### src/rtl/serial_deserializer_if.sv
`default_nettype none
// ============================================================================
// Module   : serial_deserializer_if
// Brief    : Serial-bit input and word-output bundle for serial_deserializer.
// Revision : 1.0
// ============================================================================
interface serial_deserializer_if #(
    parameter int DATA_WIDTH = 16
);
    logic                  bit_in;
    logic                  bit_valid;
    logic                  abort;
    logic [DATA_WIDTH-1:0] out;
    logic                  out_valid;
    logic                  out_ready;
    logic                  busy;
    logic                  overrun;

    modport master (
        output bit_in, bit_valid, abort, out_ready,
        input  out, out_valid, busy, overrun
    );

    modport slave (
        input  bit_in, bit_valid, abort, out_ready,
        output out, out_valid, busy, overrun
    );
endinterface
`default_nettype wire

### src/rtl/serial_deserializer.sv
`default_nettype none
// ============================================================================
// Module   : serial_deserializer
// Brief    : Assembles a serial bit stream into DATA_WIDTH words with a
//            single-entry registered output, overrun flag and abort.
// Revision : 1.0
// ============================================================================
module serial_deserializer #(
    parameter int DATA_WIDTH = 16,
    parameter int LSB_FIRST  = 1
) (
    input  logic                 clk,
    input  logic                 rst_n,
    serial_deserializer_if.slave bus
);
    localparam int                CNT_W    = $clog2(DATA_WIDTH);
    localparam logic [CNT_W-1:0] LAST_CNT = CNT_W'(DATA_WIDTH - 1);

    logic [DATA_WIDTH-1:0] shift_q, shift_d, shift_nx;
    logic [DATA_WIDTH-1:0] out_q, out_d;
    logic [CNT_W-1:0]      cnt_q, cnt_d;
    logic                  out_valid_q, out_valid_d;
    logic                  overrun_q, overrun_d;
    logic                  busy_q, busy_d;
    logic                  accept;
    logic                  complete;

    // Whole-register shifts keep every bit of shift_q in use for either order.
    generate
        if (LSB_FIRST != 0) begin : g_lsb_first
            assign shift_nx = (shift_q >> 1)
                            | ({{(DATA_WIDTH-1){1'b0}}, bus.bit_in} << (DATA_WIDTH - 1));
        end else begin : g_msb_first
            assign shift_nx = (shift_q << 1) | {{(DATA_WIDTH-1){1'b0}}, bus.bit_in};
        end
    endgenerate

    assign accept   = bus.bit_valid & ~bus.abort;
    assign complete = accept & (cnt_q == LAST_CNT);

    always_comb begin
        shift_d = shift_q;
        cnt_d   = cnt_q;
        if (bus.abort) begin
            shift_d = '0;
            cnt_d   = '0;
        end else if (bus.bit_valid) begin
            shift_d = shift_nx;
            cnt_d   = (cnt_q == LAST_CNT) ? '0 : cnt_q + CNT_W'(1);
        end
    end

    // A completed word may only replace out when the slot is free or being drained.
    always_comb begin
        out_d       = out_q;
        out_valid_d = out_valid_q;
        overrun_d   = 1'b0;
        if (complete) begin
            if (!out_valid_q || bus.out_ready) begin
                out_d       = shift_nx;
                out_valid_d = 1'b1;
            end else begin
                overrun_d   = 1'b1;
            end
        end else if (out_valid_q && bus.out_ready) begin
            out_valid_d = 1'b0;
        end
        busy_d = (cnt_d != '0);
    end

    always_ff @(posedge clk or negedge rst_n) begin
        if (!rst_n) begin
            shift_q     <= '0;
            cnt_q       <= '0;
            out_q       <= '0;
            out_valid_q <= 1'b0;
            overrun_q   <= 1'b0;
            busy_q      <= 1'b0;
        end else begin
            shift_q     <= shift_d;
            cnt_q       <= cnt_d;
            out_q       <= out_d;
            out_valid_q <= out_valid_d;
            overrun_q   <= overrun_d;
            busy_q      <= busy_d;
        end
    end

    assign bus.out       = out_q;
    assign bus.out_valid = out_valid_q;
    assign bus.overrun   = overrun_q;
    assign bus.busy      = busy_q;
endmodule
`default_nettype wire

### src/flat_wrapper.sv
// flat-port wrapper written by rule: the top's interface ports become plain ports
module serial_deserializer_flat 
#(
    parameter int DATA_WIDTH = 16,
    parameter int LSB_FIRST  = 1
)
  (clk, rst_n, bus_bit_in, bus_bit_valid, bus_abort, bus_out_ready, bus_out, bus_out_valid, bus_busy, bus_overrun);
  serial_deserializer_if #(.DATA_WIDTH(DATA_WIDTH)) bus_i ();
  input  logic clk;
  input  logic rst_n;
  input wire logic [$bits(bus_i.bit_in)-1:0] bus_bit_in;
  input wire logic [$bits(bus_i.bit_valid)-1:0] bus_bit_valid;
  input wire logic [$bits(bus_i.abort)-1:0] bus_abort;
  input wire logic [$bits(bus_i.out_ready)-1:0] bus_out_ready;
  output wire logic [$bits(bus_i.out)-1:0] bus_out;
  output wire logic [$bits(bus_i.out_valid)-1:0] bus_out_valid;
  output wire logic [$bits(bus_i.busy)-1:0] bus_busy;
  output wire logic [$bits(bus_i.overrun)-1:0] bus_overrun;
  assign bus_i.bit_in = bus_bit_in;
  assign bus_i.bit_valid = bus_bit_valid;
  assign bus_i.abort = bus_abort;
  assign bus_i.out_ready = bus_out_ready;
  assign bus_out = bus_i.out;
  assign bus_out_valid = bus_i.out_valid;
  assign bus_busy = bus_i.busy;
  assign bus_overrun = bus_i.overrun;
  serial_deserializer #(.DATA_WIDTH(DATA_WIDTH), .LSB_FIRST(LSB_FIRST)) u_core (.clk(clk), .rst_n(rst_n), .bus(bus_i));
endmodule
### config.mk
export PLATFORM = sky130hd
export DESIGN_NAME = serial_deserializer_flat
export DESIGN_NICKNAME = d
export VERILOG_FILES = /design/src/rtl/serial_deserializer_if.sv /design/src/rtl/serial_deserializer.sv /design/src/flat_wrapper.sv
export SDC_FILE = /design/constraint.sdc
export NUM_CORES = 1
export LEC_CHECK = 0
export BUFFER_PORTS_ARGS = -buffer_cell sky130_fd_sc_hd__clkbuf_2
export CAP_MARGIN = 5
export CORE_MARGIN = 1
export CORE_UTILIZATION = 45
export DETAILED_ROUTE_END_ITERATION = 6
export GPL_TIMING_DRIVEN = 0
export PLACE_DENSITY = 0.72
export SLEW_MARGIN = 15
export SYNTH_ARGS = -nofsm -noshare
export SYNTH_HDL_FRONTEND = slang
export SYNTH_SLANG_ARGS = --single-unit
### constraint.sdc
create_clock -name clk -period 1.8 [get_ports clk]
set_clock_uncertainty 0.2 [all_clocks]
set_input_delay 0.36 -clock clk [delete_from_list [all_inputs] [get_ports clk]]
set_output_delay 0.36 -clock clk [all_outputs]
set_load 0.05 [all_outputs]
# Yosys cells after proc, flatten, opt, wreduce, memory -nomap -nowiden
# Cells that the tools add are included.
[op_classes]
n_addsub = 1
n_eq_ne = 2
n_mux = 10
bitwise_logic = 4
n_reduce_logical = 8
[op_table]
columns = ["op", "count"]
rows = [
  ["16-bit two-way mux", 2],
  ["15-bit by 16-bit OR with 16-bit output", 1],
  ["4-bit two-way mux", 3],
  ["1-bit two-way mux", 5],
  ["4-bit by 1-bit adder with 4-bit output, second input constant", 1],
  ["4-bit equality test, second input constant", 1],
  ["2-bit AND reduction", 2],
  ["2-bit nonzero test", 2],
  ["4-bit nonzero test", 1],
  ["1-bit bitwise AND", 2],
  ["2-bit inequality test, second input constant", 1],
  ["1-bit logical AND", 1],
  ["1-bit logical NOT", 1],
  ["1-bit logical OR", 1],
  ["1-bit inverter", 1],
]
[totals]
regBits = 39
input_bits = 6
output_inout_bits = 19
wordCells = 31

# Longest topological paths before layout
[logic_depth]
word_depth = 5
ltp_mapped = 5
ltp_nobuf = 4

# Worst setup path before layout
# No wires, ideal clock.
[synth_timing]
path_kind = "flip-flop to flip-flop"
startpoint = "register u_core.out_valid_q (netlist: u_core.bus.out_valid)"
endpoint = "register u_core.out_q[10] (netlist: u_core.bus.out[10])"
setup_time_ps = 125
arrival_time_ps = 1640
required_time_ps = 1475
setup_slack_ps = -164
stages_incl_launch_ff = 5
path_buffers = 1
period_less_slack_ps = 1964
cell_sequence = "dfrtp_1 > nand2b_1 > nor4b_4 > buf_6 > mux2_2"
[synth_via]
elab_chain_cells = 3
[synth_lines]
columns = ["element", "line", "text"]
rows = [
  ["from (decl)", "serial_deserializer.sv:22", "logic out_valid_q, out_valid_d;"],
  ["from (signal assigned)", "serial_deserializer.sv:83", "out_valid_q <= out_valid_d;"],
  ["1-bit logical NOT", "serial_deserializer.sv:59", "if (!out_valid_q || bus.out_ready) begin"],
  ["1-bit logical OR", "serial_deserializer.sv:59", ""],
  ["2-bit AND reduction (no source line)", "n/a", ""],
  ["to (signal assigned)", "serial_deserializer.sv:82", "out_q <= out_d;"],
  ["to (decl)", "serial_deserializer.sv:20", "logic [DATA_WIDTH-1:0] out_q, out_d;"],
]
# Every way passes these cells.
# A chain may end at the register's enable or synchronous reset.

# Worst setup path after layout
[layout_timing]
startpoint = "register u_core.cnt_q[0]"
endpoint = "register u_core.out_q[5] (netlist: u_core.bus.out[5])"
[layout_via]
elab_chain_cells = 3
[layout_lines]
columns = ["element", "line", "text"]
rows = [
  ["from (decl)", "serial_deserializer.sv:21", "logic [CNT_W-1:0] cnt_q, cnt_d;"],
  ["from (signal assigned)", "serial_deserializer.sv:81", "cnt_q <= cnt_d;"],
  ["4-bit equality test", "serial_deserializer.sv:39", "assign complete = accept & (cnt_q == LAST_CNT);"],
  ["1-bit bitwise AND", "serial_deserializer.sv:39", ""],
  ["2-bit AND reduction (no source line)", "n/a", ""],
]
# Every way passes these cells.

==> run metrics <==
status=completed; CP Capture Type=register; pwr dens=747 nW/um2; peak fanout along the critical path=5; overall die area=3660 um2; Clock Latency Late Sink=0.34 ns; worst min-delay path category=in2reg; Worst-Margin Slew=between 0.9 and 1 ns; Slew Viols, Final=0; clock root buffer=clkbuf_4; Final Hold Fails=0; post-DR wirelength/cell=approximately 15 um; Fmax=around 560 MHz; TNS Setup=0 ns; synthesized area=1540 um2; Place WS=-0.313 ns; total of max-cap violations=0; crit path kind=reg2reg; CP Launch Type=register; post-route cell area=1940 um2; setup ws final=~0.017 ns; Longest Clk Path Bufs=2; cell repeated most along the worst path=buf_6; Mapped Cells=~110; layout cells sized above 1=0.433; Final nets=about 160; starting density of the core=0.488; GRT Residual Overflow=0; Mean Syn Cell Area=13.5 um2; DRC violations left=0; Mapped Nets=121; worst ir drop on vdd=430 uV; IO Count=25; Routed WL=approximately 3000 um; Post-DP Area=between 1500 and 2000 um2; WP data arrival=1.82 ns; Final Cycle Share=0.991; Pre-Repair DR Iteration Count=4; Cell variety after synth=18; overall power=about 1.4 mW; commonest non-fill, non-tap cell in the layout=dfrtp_1; post-layout min period=between 1.5 and 2 ns; clock-pin slew on the worst setup and hold paths=0.11 ns; largest net degree at the start of global routing=39; Leak=1.03 nW; sequential share of the synthesized area=0.617; Die W=~60 um; Area Overhead vs Synth=25.9%; Num Clock Sinks=38; port buffer count=24; RSZ-0062 raised after global routing=true; CTS buffer count=5; CP required=about 1.8 ns; max_slew headroom=0.396; DPL Wire Length=1750 um; number of global-route vias before repair=1027; final design utilization=0.615; crit-path cells=ha_4, nand2_4, nor4b_4, buf_6, buf_6, mux2_2; FP Rows=20; Synth Register Bits=38; Placer Congestion=0.826; core box area=~3200 um2; H-Tree Depth=2; Min Hold Slack=about 0.073 ns; post-route ant nets=0; synth warn=0; CTS tree=built; count of final setup violators=0; n_diodes=0; initial antenna violation count=0; detailed-route via count=1024; Total GRT Usage=0.184; commonest cells after routing, fill and taps aside=dfrtp_1, clkbuf_2, nor2_1, mux2i_1, mux2_4; global-route wire length before repair=4630 um; DR vias/cell=5.09; initial drt markers=30; fin cells=around 200; Placed Cells=182; CP peak stage delay=0.43 ns; Die Y=just over 60 um; slowest CP cell=dfrtp_1
## logic make-up after synthesis
logic type	share of synthesized area
and+or+nand+nor	0.0934
adders and majority gates	0.00812
muxes	0.221
DFF	0.617
xor gates and xnor gates	0.0171
buffers and inverters	0.0187
AOI/OAI and AO/OA	0.0244
## path summary, 6_finish.rpt
path | from | to | slack [ns] | depth (start not counted)
setup reg to reg | u_core.cnt_q[0] | u_core.bus.out[5] | 0.02 | 6
setup / recovery | u_core.cnt_q[0] | u_core.bus.out[5] | 0.02 | 6
min in group asynchronous | rst_n | u_core.bus.out_valid | 0.48 | 2
hold reg to reg | u_core.bus.out[7] | u_core.bus.out[7] | 0.32 | 1
max in group asynchronous | rst_n | u_core.cnt_q[2] | 0.30 | 2
hold / removal | bus_bit_in | u_core.bus.out[15] | 0.07 | 2
## cells in the mapped netlist
cell	n	area [um2]
nor2_1	19	71.3
a21oi_1	2	10.0
buf_2	2	10.0
or3_2	2	15.0
o32ai_1	1	8.76
nand2_1	4	15.0
ha_1	1	12.5
nand2b_1	2	12.5
mux2i_1	16	160
buf_6	1	11.3
dfrtp_1	38	951
xor2_1	3	26.3
a41oi_1	1	8.76
mux2_2	16	180
nand2_2	1	6.26
nor4b_4	1	23.8
clkbuf_1	2	7.51
o21ai_0	2	10.0
## cell type report
class,count,area (um2)
multi-input combinational,71,622
timing repair buffer,35,216
clock inverter,1,5.00
sequential,38,953
fill,274,1210
tap,44,55.1
clock buffer,7,55.1
buffer,5,32.5
## repair_timing
item | in CTS | in global routing
buffers inserted | 6 | 3
hold endpoints to repair | 38 | 0
endpoints found under the setup margin | 16 | 15
gates resized for setup | 12 | 7
pin swaps | 2 | 2
gates cloned | 1 | 0
hold buffers | 1 | 0
## routing by layer
metal | share of wire | GRT usage | vias to the layer above | wire length [um]
met5 | 0 | 0 | - | 0
met4 | 0.021 | 0.101 | 0 | 62
met3 | 0.044 | 0.0704 | 6 | 133
met2 | 0.50 | 0.292 | 26 | 1500
met1 | 0.43 | 0.217 | 515 | 1300
li1 | - | - | 477 | -
## registers in the layout, summed over array words and instances, names as in the netlist
signal / flops
u_core.bus.busy: 1
u_core.bus.out: 16
u_core.bus.out_valid: 1
u_core.bus.overrun: 1
u_core.cnt_q: 4
u_core.shift_q: 15
## where the power goes
part | internal, mW | leakage (nW) | switching [mW]
clock network | 0.189 | 0.0353 | 0.273
logic | 0.0445 | 0.472 | 0.0694
registers | 0.863 | 0.524 | 0.00858
total | 1.10 | 1.03 | 0.351
## worst max-delay path: cells and delay by family, from the launching register on
kind                     cells  cell delay [ns]
adder cells (fa/ha/maj)      1             0.17
multiplexers                 1             0.32
flip-flops                   1             0.43
AND/OR/NAND/NOR              2             0.27
buffers and inverters        2             0.28
Power figures use the tool's default switching activity.
